**src/rtl/sram_arb_pkg.sv**
```systemverilog
// sram_arb_pkg: shared state encoding, source ids and default widths for the SRAM arbiter
package sram_arb_pkg;
  typedef enum logic [1:0] {IDLE, REQ, RESP} state_t;
  localparam logic SRC_INST = 1'b0;
  localparam logic SRC_DATA = 1'b1;
  localparam int DEF_ADDR_W = 32;
  localparam int DEF_DATA_W = 32;
  localparam int DEF_STARVE_MAX = 4;
endpackage

```
**src/rtl/sram_arb_grant.sv**
```systemverilog
// sram_arb_grant: data-priority grant with a starvation counter that forces an instruction grant
// Ports: clk/reset; i_idle enables granting; i_inst_req/i_data_req requests;
//        o_gnt_inst/o_gnt_data one-hot combinational grants (only when the port requests).
module sram_arb_grant #(
  parameter int STARVE_MAX = 4
) (
  input  logic clk,
  input  logic reset,
  input  logic i_idle,
  input  logic i_inst_req,
  input  logic i_data_req,
  output logic o_gnt_inst,
  output logic o_gnt_data
);
  localparam int CW = $clog2(STARVE_MAX + 1);
  logic [CW-1:0] r_cnt;
  logic w_starve;
  assign w_starve = (r_cnt == CW'(STARVE_MAX)) & i_inst_req;
  assign o_gnt_data = i_idle & i_data_req & ~w_starve;
  assign o_gnt_inst = i_idle & i_inst_req & (~i_data_req | w_starve);
  always_ff @(posedge clk) begin
    if (reset) r_cnt <= '0;
    else if (o_gnt_inst) r_cnt <= '0;
    else if (o_gnt_data & i_inst_req & (r_cnt != CW'(STARVE_MAX))) r_cnt <= r_cnt + CW'(1);
  end
endmodule

```
**src/rtl/sram_arbiter.sv**
```systemverilog
// sram_arbiter: merges instruction-fetch and data SRAM-style ports onto one variable-latency memory port
// Ports: inst_* fetch port, data_* load/store port (addr_ok accept, data_ok 1-cycle response),
//        mem_* shared memory port (req/addr_ok request phase, data_ok response phase).
module sram_arbiter
  import sram_arb_pkg::*;
#(
  parameter int ADDR_W     = DEF_ADDR_W,
  parameter int DATA_W     = DEF_DATA_W,
  parameter int STARVE_MAX = DEF_STARVE_MAX
) (
  input  logic              clk,
  input  logic              reset,
  input  logic              inst_req,
  input  logic [ADDR_W-1:0] inst_addr,
  output logic              inst_addr_ok,
  output logic              inst_data_ok,
  output logic [DATA_W-1:0] inst_rdata,
  input  logic              data_req,
  input  logic [3:0]        data_wstrb,
  input  logic [ADDR_W-1:0] data_addr,
  input  logic [DATA_W-1:0] data_wdata,
  output logic              data_addr_ok,
  output logic              data_data_ok,
  output logic [DATA_W-1:0] data_rdata,
  output logic              mem_req,
  output logic              mem_wr,
  output logic [3:0]        mem_wstrb,
  output logic [ADDR_W-1:0] mem_addr,
  output logic [DATA_W-1:0] mem_wdata,
  input  logic              mem_addr_ok,
  input  logic              mem_data_ok,
  input  logic [DATA_W-1:0] mem_rdata
);
  state_t r_state, w_next;
  logic r_src, r_inst_ok, r_data_ok;
  logic [ADDR_W-1:0] r_addr;
  logic [DATA_W-1:0] r_wdata, r_inst_rdata, r_data_rdata;
  logic [3:0] r_wstrb;
  logic w_gnt_inst, w_gnt_data, w_done;
  sram_arb_grant #(.STARVE_MAX(STARVE_MAX)) u_grant (
    .clk(clk),
    .reset(reset),
    .i_idle(r_state == IDLE),
    .i_inst_req(inst_req),
    .i_data_req(data_req),
    .o_gnt_inst(w_gnt_inst),
    .o_gnt_data(w_gnt_data)
  );
  assign w_done = (r_state == RESP) & mem_data_ok;
  always_ff @(posedge clk) begin
    if (reset) r_state <= IDLE;
    else r_state <= w_next;
  end
  always_comb begin
    w_next = (r_state == IDLE) ? ((w_gnt_inst | w_gnt_data) ? REQ : IDLE) :
             (r_state == REQ)  ? (mem_addr_ok ? RESP : REQ) :
             (r_state == RESP) ? (mem_data_ok ? IDLE : RESP) : IDLE;
    mem_req = r_state == REQ;
    mem_wr = mem_req & (r_wstrb != 4'b0);
  end
  // Fetches latch zero strobes and data so the request phase never looks like a write.
  always_ff @(posedge clk) begin
    if (reset) begin
      r_src        <= SRC_INST;
      r_addr       <= '0;
      r_wdata      <= '0;
      r_wstrb      <= '0;
      r_inst_ok    <= 1'b0;
      r_data_ok    <= 1'b0;
      r_inst_rdata <= '0;
      r_data_rdata <= '0;
    end else begin
      r_inst_ok <= w_done & (r_src == SRC_INST);
      r_data_ok <= w_done & (r_src == SRC_DATA);
      if (w_gnt_data) begin
        r_src   <= SRC_DATA;
        r_addr  <= data_addr;
        r_wdata <= data_wdata;
        r_wstrb <= data_wstrb;
      end else if (w_gnt_inst) begin
        r_src   <= SRC_INST;
        r_addr  <= inst_addr;
        r_wdata <= '0;
        r_wstrb <= '0;
      end
      if (w_done & (r_src == SRC_INST)) r_inst_rdata <= mem_rdata;
      if (w_done & (r_src == SRC_DATA)) r_data_rdata <= mem_rdata;
    end
  end
  assign inst_addr_ok = w_gnt_inst;
  assign data_addr_ok = w_gnt_data;
  assign inst_data_ok = r_inst_ok;
  assign data_data_ok = r_data_ok;
  assign inst_rdata   = r_inst_rdata;
  assign data_rdata   = r_data_rdata;
  assign mem_wstrb    = r_wstrb;
  assign mem_addr     = r_addr;
  assign mem_wdata    = r_wdata;
endmodule

```
**config.mk**
```make
export PLATFORM = sky130hd
export DESIGN_NAME = sram_arbiter
export DESIGN_NICKNAME = d
export VERILOG_FILES = /design/src/rtl/sram_arb_pkg.sv /design/src/rtl/sram_arb_grant.sv /design/src/rtl/sram_arbiter.sv
export SDC_FILE = /design/constraint.sdc
export NUM_CORES = 1
export LEC_CHECK = 0
export ABC_AREA = 1
export CAP_MARGIN = 10
export CORE_MARGIN = 10
export CORE_UTILIZATION = 42
export CTS_BUF_LIST = sky130_fd_sc_hd__clkbuf_8
export CTS_CLUSTER_SIZE = 8
export DETAILED_ROUTE_END_ITERATION = 12
export PLACE_DENSITY = 0.87
export SETUP_SLACK_MARGIN = 0.4
export SLEW_MARGIN = 20
export SYNTH_ARGS = -nofsm -noshare
export SYNTH_HDL_FRONTEND = slang
export SYNTH_SLANG_ARGS = --single-unit
```
**constraint.sdc**
```tcl
create_clock -name clk -period 2 [get_ports clk]
set_input_delay 0.4 -clock clk [delete_from_list [all_inputs] [get_ports clk]]
set_output_delay 0.4 -clock clk [all_outputs]
set_load 0.02 [all_outputs]
```
==> results.py <==
metrics = {
    "outcome": {
        "status": "finished clean",
    },
    "floorplanning": {
        "rows": 42,
        "core_mm2": 0.0132,
        "initial_core_util": 0.428,
        "ioPinCount": 276,
        "chipHeight_um": 136,
        "die_area_mm2": 0.0185,
        "fp.dieW_um": 136,
    },
    "pwr": {
        "p_sw_frac": 0.289,
        "cellPowerDensity_mw_per_mm2": 760,
        "p_seq_frac": 0.442,
        "power_switching_uw": 1980,
        "ir_worst_vdd_mv": 0.581,
        "comb_power_share": 0.221,
        "power_leakage_uw": 0.00421,
        "clkPwrFrac": 0.337,
        "fin_total_pwr_uw": 6850,
        "intPower_uw": 4870,
    },
    "cts": {
        "cts-root-buf": "clkbuf_8",
        "hold_buffers": 0,
        "cts_tree": "built",
        "cts.sinks": 140,
        "cts.clk_slew.worst_paths_ps": 70,
        "cts_buffers": 17,
        "clock_latency_ps": 440,
        "htree_levels": 4,
        "cts_buffer_depth": 2,
    },
    "worst_hold_path": {
        "hold_path_startpoint": "reset",
        "hold_path_class": "input port to flop",
    },
    "final_layout": {
        "syn2layout_area_growth_pct": 59.2,
        "nNetsFinal": 1182,
        "stdcell_area_mm2": 0.00901,
        "fillers": 1162,
        "drive_gt1_frac": 0.0919,
        "n_antenna_cell": 0,
        "finish.cell_count_without_fillers": 1231,
        "multiInputGateArea_mm2": 0.00237,
        "seq_area_mm2": 0.00281,
    },
    "global_routing": {
        "groute.usage.overall": 0.207,
        "grt-ovfl-total": 0,
        "grt_pass1_wl_mm": 30.5,
        "antenna_found_initial": 0,
        "grt_pass1_vias": 5893,
        "grt_max_degree": 106,
    },
    "placement": {
        "gp_congestion": 0.868,
        "placed_cell_area_mm2": 0.00862,
        "post-place-cells": 1192,
        "io_buffers": 275,
        "hpwl_mm": 14.9,
    },
    "route": {
        "avgViaCountPerCell": 5.05,
        "wl_per_cell_um": 16.9,
        "route.detailed.drc": 0,
        "routed_wl_mm": 20.8,
        "num_vias": 6218,
        "firstDrtPassIters": 5,
        "drt-initial-drc-count": 565,
        "drtAntennaViolNets": 0,
    },
    "yosys": {
        "syn_inst": 775,
        "synth-seq-cells": 140,
        "synth-seq-area-share": 0.495,
        "synth_nets": 915,
        "yosys_warnings": 0,
        "ys_types": 21,
        "netlist_area_mm2": 0.00566,
        "syn_avg_cell_area_um2": 7.31,
    },
    "sta": {
        "tightest_slew_ps": 481,
        "setup-violations-final": 0,
        "maxSlewViolCount": 0,
        "relSlewSlack": 0.679,
        "clock_skew_ps": 11.7,
        "max_clock_freq_mhz": 564,
        "rsz0062_at_grt": "yes",
        "hold_ws_ps": 291,
        "finalHoldViolCount": 0,
        "finalCriticalPeriod_ps": 1770,
        "finalCritPeriodShare": 0.886,
        "tns_ps": 0,
    },
    "critical_path": {
        "worst_path_largest_cell_delay_ps": 540,
        "r2r_setup_slack_ps": 390,
        "cp-startpoint": "data_req",
        "path_cells": "clkdlybuf4s50_1, a21boi_2, nor2_1, buf_4",
        "path_class": "input port to output pin",
        "crit_required_ps": 1600,
        "path_delay_family": "buffers and inverters",
        "r2r-start": "r_state[0]",
        "worstPathArrival_ps": 1370,
        "slowest_stage": "clkdlybuf4s50_1",
        "cp.depth": 4,
        "critPathCaptureType": "output pin",
        "path_buf_inv": 2,
        "crit_path_start_kind": "input port",
        "r2r_cells": 9,
        "critPathMaxFanout": 3,
        "reg2reg_to": "mem_addr[26]",
        "cp-endpoint": "inst_addr_ok",
    },
    "job": {
        "cap_violations": 0,
    },
}
-- power by group through the flow --
stage	logic (uW)	registers [uW]	clock network, uW
after floorplan	562	3270	0
after global placement	1510	3080	0
after detailed placement	1540	3090	0
after CTS	1470	3030	2360
after global routing	1640	3050	2460
final	1510	3030	2310
-- per-stage QoR --
step | util | setup slack [ps]
after floorplan | - | 453
after global placement | 0.651 | -280
after detailed placement | 0.651 | -277
after CTS | 0.674 | 156
after global routing | 0.681 | 150
final | 0.681 | 228
-- metal layers --
layer | GRT usage | part of all wire | up-vias
li1 | - | - | 3060
met1 | 0.233 | 0.38 | 2833
met2 | 0.340 | 0.50 | 280
met3 | 0.0734 | 0.091 | 45
met4 | 0.105 | 0.034 | 0
met5 | 0 | 0 | -
-- what timing repair did --
action,in CTS,in global routing
pin swaps,6,8
resized for setup,176,24
setup endpoints to repair,162,86
buffers inserted,4,2
cloned,0,1
-- worst min path at each step --
stage	to	slack, ps	depth (start not counted)
after CTS	inst_rdata[4]	260	4
after detailed placement	data_rdata[23]	450	2
after global routing	inst_rdata[4]	280	4
after global placement	data_rdata[30]	450	2
after floorplan	u_grant.r_cnt[0]	460	2
final	inst_rdata[4]	290	4
-- cell usage after synthesis --
cell,instances,area (um^2)
nand3_2,1,10.0
dfxtp_1,140,2800
nand3b_2,1,11.3
inv_2,4,15.0
o21ai_2,1,8.76
inv_1,72,270
ha_1,2,25.0
nor2_4,2,22.5
nor4_1,1,6.26
nand2_1,181,679
clkbuf_1,42,158
nor2_1,69,259
nand3_1,35,175
buf_2,12,60.1
buf_4,6,45.0
a21boi_0,1,7.51
or2_2,1,6.26
nand4_1,64,400
buf_1,1,3.75
o21ai_0,34,170
a21oi_1,105,526
-- sequential cells by signal (all words and copies together), names as in the netlist --
register,cells
inst_rdata,32
data_rdata,32
r_src,1
r_state,2
inst_data_ok,1
mem_addr,32
data_data_ok,1
mem_wstrb,4
mem_wdata,32
u_grant.r_cnt,3
-- cells by family after synthesis --
kind of cell	count (synthesis)	share of synthesized area
AO/OA/AOI/OAI	141	0.126
adder cells (fa/ha/maj)	2	0.00442
buffers and inverters	137	0.0975
flip-flops	140	0.495
AND/OR/NAND/NOR	355	0.277
-- cell type report --
type,count,share of cell area
sequential,140,0.312
inverter,76,0.0319
timing repair buffer,309,0.324
clock inverter,14,0.0174
multi-input combinational,498,0.263
tap,176,0.0244
clock buffer,18,0.0275
-- tightest hold or removal path, stage by stage --
cell and delay [ps]:
buf_4 100, inv_1 70, o21ai_0 70, nor2_1 40
-- cell usage in the layout (no fill, tap or decap), types with 7 or more instances in the layout --
master           instances
nand2_1                179
buf_4                   30
nand4_1                 64
inv_1                   73
dfxtp_2                  7
a21oi_1                105
dlygate4sd2_1          119
nand3_1                 34
dfxtp_1                133
nor2_1                  69
clkbuf_8                18
clkdlybuf4s50_1        135
clkdlybuf4s15_1         11
o21ai_0                 34
Note: power is estimated with default switching activity, not from simulation.
